$ cat src/rtl/ledmatrix_scan.sv
// HUB75 32x32 scan controller: walks the 512x24 frame buffer, shifts BCM bit planes, drives clk/lat/oe/row.
// Optional build macro LEDMATRIX_GAMMA_EN maps each 4-bit channel through a gamma table before plane extraction.
module ledmatrix_scan #(
  parameter int CLK_DIV  = 4,
  parameter int BCM_UNIT = 16
) (
  input  logic        clk,
  input  logic        rst,
  output logic [8:0]  rd_addr,
  input  logic [23:0] rd_data,
  output logic        led_r1,
  output logic        led_g1,
  output logic        led_b1,
  output logic        led_r2,
  output logic        led_g2,
  output logic        led_b2,
  output logic        led_clk,
  output logic        led_lat,
  output logic        led_oe_n,
  output logic [3:0]  led_row,
  output logic        frame_sync
);

  typedef enum logic [1:0] {S_IDLE, S_SHIFT, S_LATCH, S_SHOW} state_t;

  localparam logic [7:0]  PH_LAST = 8'(CLK_DIV - 1);
  localparam logic [13:0] BCM_U   = 14'(BCM_UNIT);

  state_t      state_q, state_d;
  logic [3:0]  row_q, row_d;
  logic [1:0]  plane_q, plane_d;
  logic [4:0]  pix_q, pix_d;
  logic [7:0]  ph_q, ph_d;
  logic        half_q, half_d;
  logic [13:0] show_q, show_d;
  logic [13:0] show_last;

  logic [8:0]  rd_addr_q;
  logic [5:0]  pins_q, pins_d;
  logic        led_clk_q, led_lat_q, led_oe_n_q, frame_sync_q;
  logic [3:0]  led_row_q;

  function automatic logic [3:0] gmap(input logic [3:0] v);
`ifdef LEDMATRIX_GAMMA_EN
    logic [3:0] r;
    case (v)
      4'd0, 4'd1, 4'd2:  r = 4'd0;
      4'd3, 4'd4, 4'd5:  r = 4'd1;
      4'd6, 4'd7:        r = 4'd2;
      4'd8:              r = 4'd3;
      4'd9:              r = 4'd4;
      4'd10:             r = 4'd5;
      4'd11:             r = 4'd6;
      4'd12:             r = 4'd8;
      4'd13:             r = 4'd10;
      4'd14:             r = 4'd12;
      default:           r = 4'd15;
    endcase
    return r;
`else
    return v;
`endif
  endfunction

  function automatic logic plane_bit(input logic [3:0] ch, input logic [1:0] p);
    logic [3:0] g;
    g = gmap(ch);
    return g[p];
  endfunction

  assign show_last = (BCM_U << plane_q) - 14'd1;

  always_comb begin
    for (int i = 0; i < 6; i++) pins_d[i] = plane_bit(rd_data[4*i +: 4], plane_q);
  end

  // Slot phase counts half panel-clock periods; half_q selects the high half.
  always_comb begin
    state_d = state_q;
    row_d   = row_q;
    plane_d = plane_q;
    pix_d   = pix_q;
    ph_d    = ph_q;
    half_d  = half_q;
    show_d  = show_q;
    case (state_q)
      S_IDLE: begin
        state_d = S_SHIFT;
        row_d   = 4'd0;
        plane_d = 2'd0;
        pix_d   = 5'd0;
        ph_d    = 8'd0;
        half_d  = 1'b0;
        show_d  = 14'd0;
      end
      S_SHIFT: begin
        if (ph_q == PH_LAST) begin
          ph_d   = 8'd0;
          half_d = ~half_q;
          if (half_q) begin
            pix_d = pix_q + 5'd1;
            if (pix_q == 5'd31) state_d = S_LATCH;
          end
        end else begin
          ph_d = ph_q + 8'd1;
        end
      end
      S_LATCH: begin
        if (ph_q == PH_LAST) begin
          ph_d    = 8'd0;
          show_d  = 14'd0;
          state_d = S_SHOW;
        end else begin
          ph_d = ph_q + 8'd1;
        end
      end
      default: begin
        if (show_q == show_last) begin
          show_d  = 14'd0;
          state_d = S_SHIFT;
          plane_d = plane_q + 2'd1;
          if (plane_q == 2'd3) row_d = row_q + 4'd1;
        end else begin
          show_d = show_q + 14'd1;
        end
      end
    endcase
  end

  // Pin registers are loaded from next-state so every output is registered yet cycle-aligned.
  always_ff @(posedge clk) begin
    if (rst) begin
      state_q      <= S_IDLE;
      row_q        <= 4'd0;
      plane_q      <= 2'd0;
      pix_q        <= 5'd0;
      ph_q         <= 8'd0;
      half_q       <= 1'b0;
      show_q       <= 14'd0;
      rd_addr_q    <= 9'd0;
      pins_q       <= 6'd0;
      led_clk_q    <= 1'b0;
      led_lat_q    <= 1'b0;
      led_oe_n_q   <= 1'b1;
      led_row_q    <= 4'd0;
      frame_sync_q <= 1'b0;
    end else begin
      state_q      <= state_d;
      row_q        <= row_d;
      plane_q      <= plane_d;
      pix_q        <= pix_d;
      ph_q         <= ph_d;
      half_q       <= half_d;
      show_q       <= show_d;
      rd_addr_q    <= {~row_d, pix_d};
      led_clk_q    <= (state_d == S_SHIFT) && half_d;
      led_lat_q    <= (state_d == S_LATCH);
      led_oe_n_q   <= (state_d != S_SHOW);
      frame_sync_q <= (state_d == S_SHIFT) && (row_d == 4'd0) && (plane_d == 2'd0) &&
                      (pix_d == 5'd0) && (ph_d == 8'd0) && !half_d;
      if (state_d == S_LATCH && state_q != S_LATCH) led_row_q <= row_d;
      if (state_q == S_SHIFT && !half_q && ph_q == 8'd1) pins_q <= pins_d;
    end
  end

  assign rd_addr    = rd_addr_q;
  assign led_r1     = pins_q[0];
  assign led_g1     = pins_q[1];
  assign led_b1     = pins_q[2];
  assign led_r2     = pins_q[3];
  assign led_g2     = pins_q[4];
  assign led_b2     = pins_q[5];
  assign led_clk    = led_clk_q;
  assign led_lat    = led_lat_q;
  assign led_oe_n   = led_oe_n_q;
  assign led_row    = led_row_q;
  assign frame_sync = frame_sync_q;

endmodule

$ cat config.mk
export PLATFORM = sky130hd
export DESIGN_NAME = ledmatrix_scan
export DESIGN_NICKNAME = d
export VERILOG_FILES = /design/src/rtl/ledmatrix_scan.sv
export SDC_FILE = /design/constraint.sdc
export NUM_CORES = 1
export LEC_CHECK = 0
export CORE_MARGIN = 1
export CORE_UTILIZATION = 57
export DETAILED_ROUTE_END_ITERATION = 16
export GPL_TIMING_DRIVEN = 0
export MAX_ROUTING_LAYER = met4
export PLACE_DENSITY = 0.84
export SLEW_MARGIN = 20
export SYNTH_ARGS = -nofsm -noshare
export SYNTH_HDL_FRONTEND = slang
export SYNTH_SLANG_ARGS = --single-unit
$ cat constraint.sdc
create_clock -name clk -period 7.14 [get_ports clk]
set_clock_uncertainty 0.15 [all_clocks]
set_input_delay 0.714 -clock clk [delete_from_list [all_inputs] [get_ports clk]]
set_output_delay 0.714 -clock clk [all_outputs]
set_load 0.01 [all_outputs]
# Word level (Yosys, flattened, before mapping)
# Index checks and enable logic that the tools add are counted.
# Widths: inputs -> output; s select.
[op_classes] add_sub_neg=6 n_lt_le_gt_ge=1 eq_ne=12 n_shift=1 mux=33 n_bitwise=3 n_reduce_logical=18
[ops] op="$pmux 14 s3" count=1
[ops] op="$mux 14" count=2
[ops] op="$pmux 8 s2" count=1
[ops] op="$add 14x1->14 const B" count=1
[ops] op="$eq 14x14->1" count=1
[ops] op="$shl 5x2->14 const A" count=1
[ops] op="$sub 14x1->14 const B" count=1
[ops] op="$bmux 1 s2" count=6
[ops] op="$mux 2" count=6
[ops] op="$mux 5" count=2
[ops] op="$pmux 5 s2" count=1
[ops] op="$logic_and 1x1->1" count=9
[ops] op="$add 8x1->8 const B" count=1
[ops] op="$eq 8x1->1 const B" count=1
[ops] op="$eq 8x2->1 const B" count=1
[ops] op="$logic_not 8->1" count=1
[ops] op="$mux 4" count=2
[ops] op="$mux 8" count=1
[ops] op="$pmux 4 s2" count=1
[ops] op="$mux 1" count=7
[ops] op="$eq 2x2->1 const B" count=3
[ops] op="$ne 2x2->1 const B" count=3
[ops] op="$pmux 2 s3" count=1
[ops] op="$add 5x1->5 const B" count=1
[ops] op="other kinds (15)" count=19
[totals] ff_bits=59 inputBits=26 output_inout_bits=23 wordCells=88

# Longest topological paths before layout
[logic_depth] depth_word=11 ltp_mapped=10 ltp_nobuf=9

# Worst setup path before layout
# No wires, ideal clock.
[synth_path] kind="register to register" startpoint="register plane_q[0]" endpoint="register frame_sync_q (netlist: frame_sync)" setup_time_ps=88 arrival_ps=2741 required_ps=6902 path_slack_ps=4161 stages_incl_launch_ff=11 path_buffers=2 period_less_slack_ps=2979 cell_sequence="dfxtp_1 -> clkbuf_1 -> inv_1 -> ha_1 -> o21bai_1 -> nand4_1 -> a211o_1 -> buf_6 -> or3b_1 -> a32o_1 -> nor4_2"
[synth_between] elab_chain_len=11 elab_cells_between_ends=20 cone_classes="2 x add/sub; 3 x eq/ne; 1 x shift; 7 x mux; 7 x reduce/logical"
[synth_lines] item="start, declared" line="31" text="logic [1:0] plane_q, plane_d;"
[synth_lines] item="start signal, assigned" line="150" text="plane_q <= plane_d;"
[synth_lines] item="$shl 5x2->14" line="71" text="assign show_last = (BCM_U << plane_q) - 14'd1;"
[synth_lines] item="$sub 14x1->14" line="71"
[synth_lines] item="$eq 14x14->1" line="118" text="if (show_q == show_last) begin"
[synth_lines] item="$mux 2 or $mux 4 (tied branches)" line="118"
[synth_lines] item="$pmux 2 s3 or $pmux 4 s2 (tied branches)" line="86" text="case (state_q)"
[synth_lines] item="$eq 2x1->1 or $logic_not 4->1 (tied branches)" line="159" text="frame_sync_q <= (state_d == S_SHIFT) && (row_d == 4'd0) && (plane_d == 2'd0) &&"
[synth_lines] item="$logic_and 1x1->1" line="159"
[synth_lines] item="$logic_and 1x1->1 * (2 in a row)" line="159"
[synth_lines] item="$logic_and 1x1->1 * (2 in a row)" line="160" text="(pix_d == 5'd0) && (ph_d == 8'd0) && !half_d;"
[synth_lines] item="end signal, assigned" line="159"
[synth_lines] item="end, declared" line="40" text="logic led_clk_q, led_lat_q, led_oe_n_q, frame_sync_q;"
# Mark *: on every way between the ends. The rest lies on a longest branch, timed or not.
# A chain may end at the register's enable or synchronous reset.

# Final worst setup path
# Same ends and word-level chain as after synthesis.

==> flow_results.org <==
** GRT
- Largest net degree at the start of global routing :: 19
- The via count of the first global-routing pass was ~2.5k.
- Global routing consumed, over all layers together, approximately 27% of the routing resources.
- In this run the most used layer during global routing was met2.
- Antenna violations before repair :: 0
- For met1 alone, demand over resource in global routing was 37.6%.
- Global routing used a little over two fifths of the available met2 tracks.
- After global routing the overflow that remains totals 0.
- Global-route wire length before repair :: roughly 12 mm
- Met3 routing resource usage after global routing :: 4.37%

** Placement
- The HPWL after detailed placement is around 5.3 mm.
- Dpl cells :: 470
- Placer congestion estimate :: approximately 0.86
- Input and output buffers added on the ports amount to 48.
- OpenSTA, run right after detailed placement, puts the worst setup slack at between 3000 and 4000 ps.

** Timing
- Hold is met by ~360 ps.
- Final WS setup :: around 3600 ps
- The number of max-slew violations in the final report came to 0.
- Setup repair after global routing missed its margin :: no
- Max-Slew Margin vs Limit :: between 50% and 60%
- Setup_tns :: 0 ps
- The total count of hold-check failures in the final report came to 0.
- Minimum clock period :: about 3500 ps
- Setup violations remaining at the end of the flow were counted as 0.
- After layout, the worst path uses between 40 and 50% of the clock period.
- Highest Clock Rate :: around 280 MHz
- Slew at the pin closest to its max-slew limit :: ~660 ps

** Finish
- The finished layout holds roughly 480 standard cells, fillers aside.
- Filler cell count :: roughly 400
- Area growth from synthesis to final layout :: 22.1%
- 0 antenna diodes ended up in the layout.
- Share of post-route cells with drive strength above 1 :: under 10%
- The multi-input combinational cells in the finished layout cover a total of roughly 1900 sq um.
- Area taken by flip-flops and latches :: 1080 sq um
- After the last flow step, the layout net total stands at ~450.

** Clock tree
- The number of gates resized after CTS was 0.
- Counting every sink on the clock net gives 54.
- In this run the clock root is driven by a clkbuf_8.
- TritonCTS built the clock tree.
- Number of buffers inserted during clock tree synthesis :: 5
- Largest buffer count on any clock path :: 2
- The H-tree was split into 2 levels.
- Clock-pin slew was measured on the worst setup and hold paths at 110 ps.
- Source-to-sink clock delay at the later pin of the worst-skew pair :: ~320 ps
- After clock tree synthesis, the setup repair step added 0 buffers.
- Post-cts hold buffer count :: 0

** Setup path
- The worst setup path is of the flip-flop to flip-flop kind.
- Critical path, cell by cell :: clkbuf_1 > inv_1 > ha_1 > o21bai_1 > nand4_1 > a221oi_1 > buf_2 > nand4b_1 > a211o_1 > nor4_2
- The largest individual stage delay along the critical path comes from the cell clkbuf_1.
- Biggest fanout along the worst timing path :: 10
- Startpoint kind of the worst setup timing path :: flip-flop
- For the worst setup path, the data arrival time is between 3000 and 4000 ps.
- On the worst path, the slowest cell contributes a delay of between 500 and 600 ps.
- STA puts the critical path data required time at about 7000 ps.
- Type of element capturing the critical path :: flip-flop

** Synth
- Yosys mapped a number of flops with a built-in enable equal to 0.
- Count of unique library cells instantiated by Yosys :: between 60 and 70
- Of all cell types, the one taking the most synthesized area is dfxtp_1.
- Post-Synthesis Net Count :: approximately 400
- Netlist area before placement :: 3090 sq um
- Post-synthesis async set-or-reset flop share :: 0%
- Yosys attributes the largest share of cell area to dfxtp_1 35%, ha_1 6.1%, nor2_1 5.1%.
- Sequential element share of the synthesized area :: between 30% and 40%
- In this run the mean area of a mapped cell was roughly 8.8 sq um.
- The cell count after synthesis came out at between 300 and 400.
- Yosys warnings :: 0
- Share of the synthesized area in the top cell type :: between 30% and 40%
- Synthesis inferred between 50 and 60 register bits.
- In the synthesized netlist the dominant register cell turns out to be dfxtp_1.

** Detailed routing
- Before antenna repair, the detailed router went through 4 iterations.
- Via/cell ratio :: slightly below 6
- Average routed wire per standard cell :: about 15 um
- Initial detailed-routing violation count :: around 200
- Overall via count from detail_route :: approximately 2.8k
- In the routed design, unresolved DRC markers number 0.
- The final layout contains routed wiring with a total length of 7.12 mm.
- In this run the remaining antenna-violating nets after routing total 0.

** Run status
- Status :: finished clean

** Pwr
- Summed over all cells, the static leakage comes to around 1.4 nW.
- In this run the power density over the cells is ~150 nW/um^2.
- Across the VDD grid, the largest voltage drop is about 0.11 mV.
- The design draws 0.582 mW.

** Floorplanning
- Initial cell density of the core :: between 50 and 60%
- From bottom edge to top edge, the die measures between 70 and 80 um.
- The floorplan step defined a die boundary enclosing approximately 5700 sq um.
- In this run the core area contains 26 standard-cell rows.
- From left edge to right edge, the die measures 75.7 um.
- just under 50 I/O pins were placed.
- Core Box Area :: ~5200 sq um

** Job
- The tool flagged a number of max-cap violations equal to 0.

** Worst hold path
- Worst min-delay path class :: flip-flop to flip-flop
## critical path, delay by kind of cell, from the launching register on
| kind | cells | cell delay (ps) |
|---|---|---|
| AO/OA/AOI/OAI | 3 | 960 |
| adder cells (fa/ha/maj) | 1 | 290 |
| buffers and inverters | 3 | 1080 |
| flip-flops | 1 | 390 |
| AND/OR/NAND/NOR | 3 | 580 |
## cell usage in the layout (no fill, tap or decap), types with 7 or more instances in the layout
master           count
nand4_1              9
and3_1               7
nand3_1             19
inv_1               10
nor3_1               7
a211oi_1             8
nand2_1             22
ha_1                15
a21oi_1             13
xor2_1              14
nor2_1              42
clkdlybuf4s50_1     48
clkbuf_1            16
mux2i_1              7
xnor2_1             10
o21ai_0             12
dfxtp_1             54
## cell usage after synthesis (3+ instances only)
cell type / count
mux4_2: 6
and3_1: 7
nand2_1: 22
or2_2: 3
nor2b_1: 6
nand3b_1: 3
a22oi_1: 6
inv_1: 10
mux2_2: 3
dfxtp_1: 54
nand3_1: 19
nand2b_1: 3
ha_1: 15
nor3_1: 7
a31oi_1: 5
a211o_1: 3
a211oi_1: 8
xor2_1: 14
nor2_1: 42
nand4_1: 9
mux2i_1: 7
or3_1: 3
a21oi_1: 13
clkbuf_1: 16
o21ai_0: 12
xnor2_1: 10
## worst paths after layout
path | to | slack [ps] | depth (start not counted) | from
worst min register to register | pins_q[1]$_SDFFE_PP0P_ | 360 | 2 | pins_q[1]$_SDFFE_PP0P_
worst min-delay path | pins_q[1]$_SDFFE_PP0P_ | 360 | 2 | pins_q[1]$_SDFFE_PP0P_
worst max-delay path | frame_sync$_SDFF_PP0_ | 3630 | 10 | plane_q[0]$_SDFF_PP0_
worst max register to register | frame_sync$_SDFF_PP0_ | 3630 | 10 | plane_q[0]$_SDFF_PP0_
## per-layer routing
layer / vias up / part of all wire (%) / wire length (um)
li1: 1384 / - / -
met1: 1360 / 48 / 3450
met2: 82 / 46 / 3270
met3: 7 / 4.5 / 319
met4: 0 / 1.1 / 78
met5: - / 0 / 0
## final cells by class
cell class	count	share of cell area [%]
Clock inverter	3	1.26
Multi-Input combinational cell	267	49.9
Clock buffer	5	1.82
Timing Repair Buffer	48	12.7
Tap cell	70	2.32
Sequential cell	54	28.6
Inverter	10	0.994
Buffer	21	2.39
## per-stage QoR
stage	cell area, sq um	util (%)
3_3_place_gp	3660	70.8
3_5_place_dp	3660	70.8
5_1_grt	3780	73.0
2_1_floorplan	3090	-
6_report	3780	73.0
4_1_cts	3780	73.0
## kinds of logic (layout without fill, tap and decap cells)
| logic type | Yosys count | count (layout) | share of synthesized area (%) |
|---|---|---|---|
| and+or+nand+nor | 140 | 140 | 23.7 |
| AOI/OAI and AO/OA | 72 | 72 | 16.6 |
| DFF | 54 | 54 | 35.0 |
| buffers and inverters | 31 | 87 | 4.13 |
| xor gates and xnor gates | 24 | 24 | 6.80 |
| muxes | 16 | 16 | 7.73 |
| adders and majority gates | 15 | 15 | 6.07 |
## state kept, by name, summed over array words and instances (netlist names), 2 cells and up
| register | flops |
|---|---|
| led_row | 4 |
| ph_q | 8 |
| pins_q | 6 |
| pix_q | 4 |
| plane_q | 2 |
| rd_addr | 5 |
| row_q | 4 |
| show_q | 14 |
| state_q | 2 |
## power breakdown
part | total, mW | leakage, nW | internal, mW | switching [mW]
Clock | 0.217 | 0.0591 | 0.107 | 0.110
Sequential | 0.309 | 0.438 | 0.305 | 0.00383
Combinational | 0.0558 | 0.909 | 0.0296 | 0.0262
(Power assumes the default switching activity.)
